File: src/rtl/shift_add_multiplier_pkg.sv
// multiplier_pkg: FSM state encoding and default operand width for shift_add_multiplier
package multiplier_pkg;
  localparam int WORD_LENGTH_DEF = 4;
  typedef enum logic [1:0] {
    IDLE = 2'd0,
    LOAD = 2'd1,
    CALC = 2'd2,
    DONE = 2'd3
  } state_t;
endpackage

File: src/rtl/shift_add_multiplier_if.sv
// shift_add_multiplier_if: start/ready request, operands, done pulse and product
interface shift_add_multiplier_if #(parameter int WORD_LENGTH = 4);
  localparam int WORD = WORD_LENGTH * 2;
  logic start;
  logic [WORD_LENGTH-1:0] multiplicand;
  logic [WORD_LENGTH-1:0] multiplier;
  logic ready;
  logic done;
  logic [WORD-1:0] product;
  modport master(output start, multiplicand, multiplier, input ready, done, product);
  modport slave(input start, multiplicand, multiplier, output ready, done, product);
endinterface

File: src/rtl/shift_add_multiplier_bit_counter.sv
// bit_counter: up-counter with synchronous clear, flags the last of LIMIT steps
module bit_counter #(parameter int LIMIT = 4) (
  input  logic clk,
  input  logic reset,
  input  logic clear,
  input  logic en,
  output logic last
);
  localparam int CW = $clog2(LIMIT + 1);
  logic [CW-1:0] count;
  // count processed multiplier bits; clear takes priority over counting
  always_ff @(posedge clk or posedge reset)
    if (reset) count <= '0;
    else if (clear) count <= '0;
    else if (en) count <= count + 1'b1;
  assign last = count == CW'(LIMIT - 1);
endmodule

File: src/rtl/shift_add_multiplier.sv
// shift_add_multiplier: sequential shift-and-add multiplier; define SIGNED_MULT_EN for two's complement operands
module shift_add_multiplier
  import multiplier_pkg::*;
#(parameter int WORD_LENGTH = WORD_LENGTH_DEF) (
  input logic clk,
  input logic reset,
  shift_add_multiplier_if.slave bus
);
  localparam int WORD = WORD_LENGTH * 2;
  state_t state, state_n;
  logic [WORD-1:0] acc, acc_n, mcand_r, result;
  logic [WORD_LENGTH-1:0] mplier_r, a_in, b_in;
  logic accept, last;
  assign accept = state == IDLE && bus.start;
  assign acc_n = acc + (mplier_r[0] ? mcand_r : '0);
`ifdef SIGNED_MULT_EN
  logic sign_r;
  // magnitudes are unsigned, so the most-negative operand maps to 2^(WORD_LENGTH-1)
  assign a_in = bus.multiplicand[WORD_LENGTH-1] ? -bus.multiplicand : bus.multiplicand;
  assign b_in = bus.multiplier[WORD_LENGTH-1] ? -bus.multiplier : bus.multiplier;
  assign result = sign_r ? -acc_n : acc_n;
  // remember the product sign from the accepted operands
  always_ff @(posedge clk or posedge reset)
    if (reset) sign_r <= 1'b0;
    else if (accept) sign_r <= bus.multiplicand[WORD_LENGTH-1] ^ bus.multiplier[WORD_LENGTH-1];
`else
  assign a_in = bus.multiplicand;
  assign b_in = bus.multiplier;
  assign result = acc_n;
`endif
  bit_counter #(.LIMIT(WORD_LENGTH)) u_count (
    .clk(clk),
    .reset(reset),
    .clear(state == LOAD),
    .en(state == CALC),
    .last(last)
  );
  // state register
  always_ff @(posedge clk or posedge reset)
    if (reset) state <= IDLE;
    else state <= state_n;
  // next state; ready and done decode straight from the state
  always_comb begin
    state_n = state;
    bus.ready = state == IDLE;
    bus.done = state == DONE;
    case (state)
      IDLE: state_n = bus.start ? LOAD : IDLE;
      LOAD: state_n = CALC;
      CALC: state_n = last ? DONE : CALC;
      default: state_n = IDLE;
    endcase
  end
  // operands are captured on accept so later input changes cannot disturb the operation;
  // product is written on the final add so it is already valid during the done cycle
  always_ff @(posedge clk or posedge reset)
    if (reset) begin
      acc <= '0;
      mcand_r <= '0;
      mplier_r <= '0;
      bus.product <= '0;
    end else if (accept) begin
      mcand_r <= WORD'(a_in);
      mplier_r <= b_in;
    end else if (state == LOAD) acc <= '0;
    else if (state == CALC) begin
      acc <= acc_n;
      mcand_r <= mcand_r << 1;
      mplier_r <= mplier_r >> 1;
      if (last) bus.product <= result;
    end
endmodule

File: src/flat_wrapper.sv
// flat-port wrapper written by rule: the top's interface ports become plain ports
module shift_add_multiplier_flat import multiplier_pkg::*;
#(parameter int WORD_LENGTH = WORD_LENGTH_DEF)
  (clk, reset, bus_start, bus_multiplicand, bus_multiplier, bus_ready, bus_done, bus_product);
  shift_add_multiplier_if #(.WORD_LENGTH(WORD_LENGTH)) bus_i ();
  input logic clk;
  input logic reset;
  input wire logic [$bits(bus_i.start)-1:0] bus_start;
  input wire logic [$bits(bus_i.multiplicand)-1:0] bus_multiplicand;
  input wire logic [$bits(bus_i.multiplier)-1:0] bus_multiplier;
  output wire logic [$bits(bus_i.ready)-1:0] bus_ready;
  output wire logic [$bits(bus_i.done)-1:0] bus_done;
  output wire logic [$bits(bus_i.product)-1:0] bus_product;
  assign bus_i.start = bus_start;
  assign bus_i.multiplicand = bus_multiplicand;
  assign bus_i.multiplier = bus_multiplier;
  assign bus_ready = bus_i.ready;
  assign bus_done = bus_i.done;
  assign bus_product = bus_i.product;
  shift_add_multiplier #(.WORD_LENGTH(WORD_LENGTH)) u_core (.clk(clk), .reset(reset), .bus(bus_i));
endmodule
File: config.mk
export PLATFORM = sky130hd
export DESIGN_NAME = shift_add_multiplier_flat
export DESIGN_NICKNAME = d
export VERILOG_FILES = /design/src/rtl/shift_add_multiplier_pkg.sv /design/src/rtl/shift_add_multiplier_if.sv /design/src/rtl/shift_add_multiplier_bit_counter.sv /design/src/rtl/shift_add_multiplier.sv /design/src/flat_wrapper.sv
export SDC_FILE = /design/constraint.sdc
export NUM_CORES = 1
export LEC_CHECK = 0
export ABC_AREA = 0
export CAP_MARGIN = 20
export CORE_MARGIN = 1.5
export CORE_UTILIZATION = 25
export DETAILED_ROUTE_END_ITERATION = 7
export GPL_TIMING_DRIVEN = 0
export PLACE_DENSITY = 0.53
export SYNTH_ARGS = -nofsm -noshare
export SYNTH_HDL_FRONTEND = slang
export SYNTH_HIERARCHICAL = 1
export SYNTH_SLANG_ARGS = --single-unit
File: constraint.sdc
create_clock -name clk -period 2.45 [get_ports clk]
set_clock_uncertainty 0.1 [all_clocks]
set_input_delay 0.3675 -clock clk [delete_from_list [all_inputs] [get_ports clk]]
set_output_delay 0.3675 -clock clk [all_outputs]
set_load 0.05 [all_outputs]
Word level (Yosys, flattened, before mapping). Index checks and enable logic that the tools add are counted.

Register bits after elaboration: 33. Bits of input ports: 11. Output and inout port bits: 10.

Add/subtract/negate cells: 2. Equal/unequal tests: 5. Muxes and demuxes: 14. Bitwise gates (word level): 2. Reductions and logical operators: 7.

Operators by type and width (count): 2-to-1 mux 8 bit (6); 2-to-1 mux 4 bit (3); adder 8 bit (1); 2-to-1 mux 3 bit (2); case mux 2 bit (3 select lines) (1); == test 2 bit, second input constant (2); AND reduction 2 bit (2); AND reduction 4 bit (1); nonzero test 2 bit (2); adder 3 x 1 -> 3 bit, second input constant (1); == test 3 x 2 -> 1 bit, second input constant (1); == test 2 x 1 -> 1 bit, second input constant (1); logical NOT 2 bit (1); 2-to-1 mux 1 bit (2); inequality test 2 x 1 -> 1 bit, second input constant (1); NOT 1 bit (2); logical AND 1 bit (1).

Longest topological paths before layout. Gate-level depths: netlist of run 1.

Word-level depth: 4. Mapped depth: 9. Mapped depth without buffers: 9.

Cells and area by module. The synthesis of run 1 kept the hierarchy.

Modules (own cells, without submodules): shift_add_multiplier (instances 1, cells an instance 154, area each 1584.0 um^2, sequential area each 750.7 um^2); bit_counter (instances 1, cells an instance 13, area each 145.1 um^2, sequential area each 75.1 um^2).

Worst setup path after synthesis of run 1. OpenSTA, ideal clock, no wires.

Kind: register to register. Start: reg u_core.state[0]. End: reg u_core.mcand_r[4]. Library setup time: 0.121 ns. Data arrival time: 1.923 ns. Data required time: 2.229 ns. Setup slack: 0.306 ns. Cell stages (with the launch flop): 8. Path buffers: 2. Path through: dfrtp_1 inv_1 ha_1 and2_1 clkbuf_1 o21ai_1 buf_2 a22o_1.

Cells in the longest elaborated chain, start to end: 4. Elaborated cells on any way between the ends: 8.

Ends and longest elaborated chain: from (decl) (RTL line shift_add_multiplier.sv:10) `state_t state, state_n;`; from (signal assigned) (RTL line shift_add_multiplier.sv:41) `else state <= state_n;`; logical NOT 2 bit *; named net bus_ready (RTL line flat_wrapper.sv:11) `output wire logic [$bits(bus_i.ready)-1:0] bus_ready;`; logical AND 1 bit * (RTL line shift_add_multiplier.sv:14) `assign accept = state == IDLE && bus.start;`; inequality test 2 x 1 -> 1 bit (no source line) or nonzero test 2 bit (tied branches); AND reduction 2 bit (no source line); to (signal assigned) (RTL line shift_add_multiplier.sv:63) `mcand_r <= WORD'(a_in);`; to (signal assigned) (RTL line shift_add_multiplier.sv:68) `mcand_r <= mcand_r << 1;`; to (decl) (RTL line shift_add_multiplier.sv:11) `logic [WORD-1:0] acc, acc_n, mcand_r, result;`.

The timed path passes the listed nets; every way through them passes the cells marked *. A chain may end at the register's enable or synchronous reset.

Worst setup path in the final report of run 1.
Start: reg u_core.mplier_r[0]. End: reg u_core.acc[6].

Cells in the longest elaborated chain, start to end: 4.

Ends and longest elaborated chain: from (decl) (RTL line shift_add_multiplier.sv:12) `logic [WORD_LENGTH-1:0] mplier_r, a_in, b_in;`; from (signal assigned) (RTL line shift_add_multiplier.sv:64) `mplier_r <= b_in;`; from (signal assigned) (RTL line shift_add_multiplier.sv:69) `mplier_r <= mplier_r >> 1;`; 2-to-1 mux 8 bit (RTL line shift_add_multiplier.sv:15) `assign acc_n = acc + (mplier_r[0] ? mcand_r : '0);`; adder 8 bit (RTL line shift_add_multiplier.sv:15); 2-to-1 mux 8 bit (RTL line shift_add_multiplier.sv:66) `else if (state == CALC) begin`; 2-to-1 mux 8 bit (RTL line shift_add_multiplier.sv:65) `end else if (state == LOAD) acc <= '0;`; to (signal assigned) (RTL line shift_add_multiplier.sv:67) `acc <= acc_n;`; to (decl) (RTL line shift_add_multiplier.sv:11).

No other way between the ends. The select of a mux whose other input is x is not followed.

==> results.json, run 1 <==
{
  "ys_ff_latch": 33,
  "dieWidth_um": 86.2,
  "routedWlPerCell_um": 13.5,
  "setup.worst_path.end_class": "register",
  "holdBufCountCts": 0,
  "layout-drive-gt1-share": 0.0867,
  "r2r_cells": 9,
  "diodes": 0,
  "grt_max_degree": 23,
  "cts.path.max_buffers": 2,
  "initial_core_util": 0.256,
  "post-route-util": 0.323,
  "clock_sinks": 33,
  "rrSetupSlack_ns": 0.15,
  "critPathSlowestCell": "dfrtp_2",
  "rows": 30,
  "timing.rr.end": "u_core/acc[6]$_DFFE_PP0P_",
  "fp.dieH_um": 86.2,
  "layout_setup_ws_ns": 0.147,
  "setup_violations": 0,
  "worstPathCellList": "and2_1, ha_1, inv_1, fa_1, nor2b_4, o31a_1, o21a_1, o21a_1, o32ai_1",
  "grt_usage": 0.114,
  "via_count": 1283,
  "die_area_um2": 7420,
  "min_period_over_period": 0.940,
  "nets": 221,
  "areaGrowthSynthToFinish_pct": 26.0,
  "drt_wl_total_um": 3720,
  "critical_path_class": "register to register",
  "fin_area_um2": 2180,
  "dr.pass1.iters": 4,
  "tritoncts": "yes",
  "crit_path_max_fanout": 9,
  "nFillCells": 720,
  "port_buffers": 20,
  "worstSetupStartpointType": "register",
  "drv_cap": 0,
  "ir_worst_vdd_uv": 449,
  "cp.arrival_ns": 2.38,
  "ios": 21,
  "dp.final_hpwl_um": 2730,
  "synth_cell_types": 31,
  "critPathMostFrequentCell": "o21a_1",
  "status": "complete, no violations",
  "drc": 0,
  "pre_cts_slack_ns": 0.0996,
  "grt_pass1_vias": 1345,
  "syn_area_per_cell_um2": 10.4,
  "fmax_mhz": 434,
  "fin_setup_tns_ns": 0,
  "drtIter0Drc": 75,
  "drv_slew": 0,
  "clkTransAtPathRegs_ns": 0.07,
  "cts_buffers": 5,
  "synth_warnings": 6,
  "syn-num-nets": 193,
  "holdWs_ns": 0.177,
  "worst_pin_slew_ns": 0.506,
  "netlist_instances": 167,
  "worst_ep_required_time_ns": 2.53,
  "drtAntennaViolNets": 0,
  "period_minus_slack_ns": 2.30,
  "cts_setup_buffers": 0,
  "rsz0062_at_grt": "no",
  "htreeDepth": 2,
  "register_area_um2": 827,
  "multi_input_area_um2": 835,
  "mostFrequentLayoutCells": "dfrtp_1, nand2_1, clkdlybuf4s50_1",
  "relSlewSlack": 0.662,
  "clk_latency_ns": 0.28,
  "core_um2": 6760,
  "hold_class": "primary input to asynchronous set/reset pin",
  "p_per_area_nw_per_um2": 1330,
  "power.leakage_nw": 0.985,
  "max_stage_delay_ns": 0.46,
  "synth-seq-area-share": 0.478,
  "cts_root_buffer": "clkbuf_8",
  "dpl_cell_area_um2": 2060,
  "final_common_cell": "dfrtp_1",
  "routed_via_density": 4.65,
  "globalplace.congestion": 0.713,
  "antenna_found_initial": 0,
  "hold_viol_final": 0,
  "syn_area_um2": 1730,
  "rr_startpoint": "u_core/mplier_r[0]$_DFFE_PP0P_",
  "grt_pass1_wl_um": 6500,
  "overflow": 0
}
[cell usage after synthesis]
library cell	instances	area, µm²
and2_1	8	50.1
nor2b_4	1	13.8
xnor2_1	3	26.3
o31ai_1	1	7.51
o21a_1	3	22.5
nand2_1	21	78.8
a21boi_4	1	18.8
o211ai_1	3	22.5
buf_2	3	15.0
o22ai_1	1	6.26
o32ai_1	1	8.76
clkbuf_1	1	3.75
or3_1	1	6.26
ha_1	14	175
nor2_1	5	18.8
fa_1	1	20.0
o21ai_1	1	5.00
o21ai_0	15	75.1
a211oi_1	2	15.0
a21o_1	1	7.51
xor2_1	2	17.5
o2bb2ai_1	5	43.8
o31a_1	1	8.76
mux2i_1	1	10.0
inv_1	14	52.6
a21oi_1	7	35.0
dfrtp_1	33	826
nor3_1	2	10.0
a22o_1	7	61.3
mux2_2	2	22.5
a22oi_1	6	45.0
[state kept, by name (all words and copies together), names as in the netlist]
name	count
u_core/mplier_r	4
u_core/mcand_r	8
u_core/u_count/count	3
u_core/bus.product	8
u_core/state	2
u_core/acc	8
[worst max-delay path, delay by kind of cell, from the launching register on]
family	cells	cell delay (ns)
adder cells (fa/ha/maj)	2	0.46
buffers and inverters	1	0.07
flip-flops	1	0.46
AND/OR/NAND/NOR	2	0.22
AO/OA/AOI/OAI	4	0.90
[power breakdown]
group	internal [mW]	leakage, nW	total (mW)	switching [mW]
clock network	0.332	0.0585	0.529	0.197
logic	0.545	0.495	1.44	0.890
registers	0.776	0.432	0.926	0.150
[worst max-delay path by stage]
stage,slack [ns],start,cells after the start,endpoint
5_1_grt,0.006,u_core/state[0]$_DFF_PP0_,8,u_core/bus.product[2]$_DFFE_PP0P_
2_1_floorplan,0.31,u_core/state[0]$_DFF_PP0_,7,u_core/mcand_r[4]$_DFFE_PP0P_
3_5_place_dp,0.1,u_core/state[0]$_DFF_PP0_,8,u_core/bus.product[2]$_DFFE_PP0P_
6_report,0.15,u_core/mplier_r[0]$_DFFE_PP0P_,9,u_core/acc[6]$_DFFE_PP0P_
3_3_place_gp,0.13,u_core/mplier_r[0]$_DFFE_PP0P_,9,u_core/acc[6]$_DFFE_PP0P_
4_1_cts,0.04,u_core/state[0]$_DFF_PP0_,3,bus_ready
[cell type report]
class,instances,area share
buffer,4,0.00861
clock buffer,7,0.0396
clock inverter,1,0.0138
inverter,14,0.0241
multi-input combinational,116,0.383
sequential,33,0.379
tap,80,0.0459
timing repair buffer,21,0.106
[metal layers]
metal  wire (µm)  GRT usage
met1        1920      0.152
met4          38     0.0396
met3         143     0.0308
met5           0          0
met2        1620      0.180
[per-stage QoR]
step                      std cells  power (mW)
after floorplan                 167        1.94
after global placement          267        2.34
after detailed placement        268        2.38
after CTS                       276        2.92
after global routing            276        3.13
final                           276        2.89
[cell families (layout without fill, tap and decap cells)]
| logic type | after synthesis | in the layout | synth area share |
|---|---|---|---|
| adder cells (fa/ha/maj) | 15 | 15 | 0.113 |
| flip-flops | 33 | 33 | 0.478 |
| buffers and inverters | 18 | 47 | 0.0412 |
| AND/OR/NAND/NOR | 38 | 38 | 0.103 |
| AO/OA/AOI/OAI | 55 | 55 | 0.221 |
| multiplexers | 3 | 3 | 0.0188 |
| XOR/XNOR | 5 | 5 | 0.0253 |
[timing repair]
item | 4_1_cts | 5_1_grt
gates resized for setup | 0 | 3
setup endpoints to repair | 0 | 8
hold endpoints to repair | 0 | 0
Note: power is estimated with default switching activity, not from simulation.
==> run 2: changes to the inputs <==
CORE_MARGIN = 2   (was 1.5)
==> run 2 against run 1 <==
  * Count of clock-buffer cells in the layout unchanged
  * Utilization about the same
  * Wire length down 2.8%
  * Sequential power about the same
  * Critical endpoint unchanged
  * Largest cell class unchanged
==> results.json, run 2 (synthesis results as in run 1) <==
{
  "status": "complete, no violations",
  "layout-drive-gt1-share": 0.0918,
  "switching_share": 0.425,
  "clock_sinks": 33,
  "dp.final_hpwl_um": 2650,
  "worstSetupStartpointType": "register",
  "period_minus_slack_ns": 2.31,
  "power.share.sequential": 0.322,
  "r2r_cells": 9,
  "rows": 30,
  "p_sw_mw": 1.22,
  "worst_ep_required_time_ns": 2.53,
  "grt_max_degree": 23,
  "setup.worst_path.end_class": "register",
  "cts_setup_buffers": 0,
  "ir_worst_vdd_uv": 609,
  "ios": 21,
  "globalplace.congestion": 0.705,
  "clkTransAtPathRegs_ns": 0.07,
  "cts_root_buffer": "clkbuf_8",
  "routed_via_density": 4.54,
  "fmax_mhz": 433,
  "drv_cap": 0,
  "max_stage_delay_ns": 0.46,
  "cts.path.max_buffers": 2,
  "tritoncts": "yes",
  "mostFrequentLayoutCells": "dfrtp_1, nand2_1, clkdlybuf4s50_1",
  "initial_core_util": 0.256,
  "critPathTopFamily": "compound AO/OA/AOI/OAI gates",
  "dieWidth_um": 87.2,
  "drc": 0,
  "setup_violations": 0,
  "critical_path_class": "register to register",
  "antenna_found_initial": 0,
  "worstPathCellList": "and2_1, ha_1, inv_1, fa_2, nor2b_4, o31a_1, o21a_1, o21a_1, o32ai_1",
  "port_buffers": 20,
  "critPathMostFrequentCell": "o21a_1",
  "core_um2": 6760,
  "reg.largest.list": "u_core/acc x8, u_core/bus.product x8, u_core/mcand_r x8",
  "areaGrowthSynthToFinish_pct": 26.2,
  "clkPwrFrac": 0.185,
  "internal_power_mw": 1.65,
  "hold_class": "primary input to asynchronous set/reset pin",
  "crit_cells": 9,
  "final_common_cell": "dfrtp_1",
  "fp.dieH_um": 87.2,
  "grt_usage": 0.108,
  "drt_wl_total_um": 3620,
  "relSlewSlack": 0.666,
  "crit_path_max_fanout": 9,
  "share_comb_of_total_power": 0.493,
  "path_buf_inv": 1,
  "fin_area_um2": 2180,
  "holdBufCountCts": 0,
  "cp.arrival_ns": 2.39,
  "diodes": 0,
  "p_per_area_nw_per_um2": 1320,
  "overflow": 0,
  "via_count": 1254,
  "critPathSlowestCell": "dfrtp_2",
  "finalPower_mw": 2.88,
  "min_period_over_period": 0.942,
  "grt_pass1_vias": 1283,
  "dpl_cell_area_um2": 2060,
  "power.leakage_nw": 0.985,
  "routedWlPerCell_um": 13.1,
  "hold_viol_final": 0,
  "drv_slew": 0,
  "ctsResizeCount": 0,
  "cts_buffers": 5,
  "die_area_um2": 7600,
  "worst_pin_slew_ns": 0.500,
  "dr.pass1.iters": 4,
  "clk_latency_ns": 0.29,
  "drtIter0Drc": 38,
  "grt_pass1_wl_um": 6240,
  "drtAntennaViolNets": 0,
  "nets": 221,
  "htreeDepth": 2
}
==> run 2: cell counts in the layout (fill, tap and decap cells not counted) <==
Identical to the previous run, type by type.
==> run 2: worst register-to-register path: stages (launching register included) <==
cell     delay, ns
dfrtp_2       0.46
and2_1        0.17
ha_1          0.21
inv_1         0.08
fa_2          0.24
nor2b_4       0.05
o31a_1        0.25
o21a_1        0.19
o21a_1        0.18
o32ai_1       0.28
==> run 2: layer usage <==
layer / up-vias / global-route usage / part of all wire
li1: 647 / - / -
met1: 577 / 0.151 / 0.51
met2: 25 / 0.158 / 0.43
met5: - / 0 / 0
met3: 5 / 0.0284 / 0.038
met4: 0 / 0.0462 / 0.015
==> run 2: path summary, 6_finish.rpt <==
check / from / to / slack, ns
max: u_core/mplier_r[0]$_DFFE_PP0P_ / u_core/acc[6]$_DFFE_PP0P_ / 0.14
min: reset / u_core/u_count/count[2]$_DFFE_PP0P_ / 0.17
max reg2reg: u_core/mplier_r[0]$_DFFE_PP0P_ / u_core/acc[6]$_DFFE_PP0P_ / 0.14
min reg2reg: u_core/bus.product[7]$_DFFE_PP0P_ / u_core/bus.product[7]$_DFFE_PP0P_ / 0.38
max in group asynchronous: reset / u_core/bus.product[1]$_DFFE_PP0P_ / 1.46
min in group clk: u_core/bus.product[7]$_DFFE_PP0P_ / u_core/bus.product[7]$_DFFE_PP0P_ / 0.38
==> run 2: per-stage QoR <==
step	TNS (ns)	utilization	hold WS (ns)	setup WS, ns	instances
2_1_floorplan	0	-	0.0211	0.306	167
3_3_place_gp	0	0.300	0.360	0.131	267
3_5_place_dp	0	0.304	0.372	0.100	268
4_1_cts	0	0.322	0.170	0.0352	276
5_1_grt	-0.00217	0.323	0.197	-0.00217	276
6_report	0	0.323	0.170	0.142	276
==> run 2: layout make-up <==
class | instances | area (µm²)
timing repair buffer | 21 | 230
clock buffer | 7 | 86.3
fill | 721 | 4570
multi-input combinational | 116 | 837
sequential | 33 | 827
buffer | 4 | 18.8
tap | 80 | 100
clock inverter | 1 | 30.0
inverter | 14 | 52.6
==> run 2: power groups by stage <==
stage	Sequential [mW]	Clock (mW)	Combinational, mW
final	0.926	0.532	1.42
after global routing	0.962	0.573	1.58
after CTS	0.926	0.547	1.43
after detailed placement	0.933	0	1.43
after global placement	0.928	0	1.41
after floorplan	1.08	0	0.863
==> run 3: changes to the inputs <==
CAP_MARGIN = default   (was 20)
==> run 3 against run 2 <==
  * Power down 4.2%
  * Critical endpoint unchanged
  * Via count is 0.80% higher
  * Wire length up 0.86%
  * Count of clock-buffer cells in the layout unchanged
  * Global-route usage barely moved
  * Critical path type unchanged
  * Combinational power barely moved
  * Non-clock buffer count fell by 1
  * Worst hold slack gained 0.014 ns
  * Sequential power barely moved
  * First-iteration DRC count fell by 26%
  * Utilization is 0.91 points lower
==> results.json, run 3 (synthesis results as in run 1) <==
{
  "status": "complete, no violations",
  "fp.dieH_um": 87.2,
  "routedWlPerCell_um": 13.3,
  "instances_no_fill": 274,
  "critical_path_class": "register to register",
  "critPathSlowestCell": "dfrtp_1",
  "dieWidth_um": 87.2,
  "core_um2": 6760,
  "max_stage_delay_ns": 0.46,
  "drtIter0Drc": 28,
  "clk_latency_ns": 0.28,
  "clkTransAtPathRegs_ns": 0.06,
  "nets": 220,
  "dr.pass1.iters": 4,
  "hold_viol_final": 0,
  "fin_setup_tns_ns": 0,
  "fmax_mhz": 431,
  "worst_ep_required_time_ns": 2.53,
  "finalPower_mw": 2.76,
  "relSlewSlack": 0.216,
  "cts_setup_buffers": 0,
  "initial_core_util": 0.256,
  "power.leakage_nw": 0.959,
  "mostFrequentLayoutCells": "dfrtp_1, nand2_1, clkdlybuf4s50_1",
  "areaGrowthSynthToFinish_pct": 22.6,
  "grt_pass1_wl_um": 6290,
  "min_period_over_period": 0.946,
  "drv_cap": 0,
  "dp_cells": 267,
  "grt_usage": 0.108,
  "drv_slew": 0,
  "grt_max_degree": 31,
  "grt_pass1_vias": 1280,
  "drtAntennaViolNets": 0,
  "reg.largest.list": "u_core/acc x8, u_core/bus.product x8, u_core/mcand_r x8",
  "setup_violations": 0,
  "period_minus_slack_ns": 2.32,
  "layout_setup_ws_ns": 0.132,
  "ir_worst_vdd_uv": 509,
  "cp.arrival_ns": 2.40,
  "rows": 30,
  "p_per_area_nw_per_um2": 1300,
  "layout-drive-gt1-share": 0.0722,
  "dp.final_hpwl_um": 2630,
  "holdWs_ns": 0.184,
  "port_buffers": 20,
  "timing.rr.end": "u_core/acc[6]$_DFFE_PP0P_",
  "setup.worst_path.end_class": "register",
  "worst_pin_slew_ns": 1.18,
  "crit_path_max_fanout": 9,
  "path_buf_inv": 1,
  "critPathMostFrequentCell": "o21a_1",
  "via_count": 1264,
  "cts_buffers": 5,
  "die_area_um2": 7600,
  "clock_sinks": 33,
  "routed_via_density": 4.61,
  "rr_startpoint": "u_core/mplier_r[0]$_DFFE_PP0P_",
  "cts.path.max_buffers": 2,
  "post-route-util": 0.314,
  "globalplace.congestion": 0.705,
  "rsz0062_at_grt": "no",
  "dpl_cell_area_um2": 2030,
  "hold_class": "primary input to asynchronous set/reset pin",
  "pre_cts_slack_ns": 0.114,
  "drc": 0,
  "worstPathCellList": "and2_1, ha_1, inv_1, fa_1, nor2b_4, o31a_1, o21a_1, o21a_1, o32ai_1",
  "drt_wl_total_um": 3650,
  "ios": 21,
  "cts_root_buffer": "clkbuf_8",
  "r2r_cells": 9,
  "worstSetupStartpointType": "register",
  "overflow": 0,
  "rrSetupSlack_ns": 0.13,
  "final_common_cell": "dfrtp_1",
  "antenna_found_initial": 0,
  "critPathTopFamily": "compound AO/OA/AOI/OAI gates",
  "tritoncts": "yes",
  "htreeDepth": 2,
  "diodes": 0,
  "fin_area_um2": 2120
}
[run 3: final cells by class]
cell class / instances / area (µm²)
buffer: 4 / 18.8
fill: 722 / 4640
sequential: 33 / 826
tap: 80 / 100
multi-input combinational: 116 / 835
timing repair buffer: 20 / 203
clock buffer: 7 / 86.3
inverter: 14 / 52.6
[run 3: repair_timing]
| action | 4_1_cts | 5_1_grt |
|---|---|---|
| hold buffers | 0 | 0 |
| setup endpoints to repair | 0 | 7 |
| hold endpoints to repair | 0 | 0 |
| resized for setup | 0 | 2 |
[run 3: how the worst max path moves through the flow]
stage,startpoint,endpoint,slack [ns],cells past startpoint
floorplan,u_core/state[0]$_DFF_PP0_,u_core/mcand_r[4]$_DFFE_PP0P_,0.31,7
global placement,u_core/mplier_r[0]$_DFFE_PP0P_,u_core/acc[6]$_DFFE_PP0P_,0.13,9
detailed placement,u_core/state[0]$_DFF_PP0_,u_core/bus.product[6]$_DFFE_PP0P_,0.11,8
CTS,u_core/state[0]$_DFF_PP0_,bus_ready,0.04,3
global route,u_core/mplier_r[0]$_DFFE_PP0P_,u_core/acc[6]$_DFFE_PP0P_,0.002,9
finish,u_core/mplier_r[0]$_DFFE_PP0P_,u_core/acc[6]$_DFFE_PP0P_,0.13,9
[run 3: where the power goes]
part / internal [mW] / switching (mW)
Sequential: 0.775 / 0.151
Combinational: 0.539 / 0.883
Clock: 0.223 / 0.186
[run 3: worst reg2reg max path, stage by stage (launching register included)]
cell and delay (ns):
dfrtp_1 0.46, and2_1 0.18, ha_1 0.21, inv_1 0.07
fa_1 0.26, nor2b_4 0.06, o31a_1 0.25, o21a_1 0.19
o21a_1 0.18, o32ai_1 0.26
[run 3: routing by layer]
metal	vias to the layer above	global-route usage	wire length (µm)
li1	640	-	-
met1	592	0.155	1930
met2	28	0.157	1550
met3	4	0.0294	134
met4	0	0.0378	42
met5	-	0	0
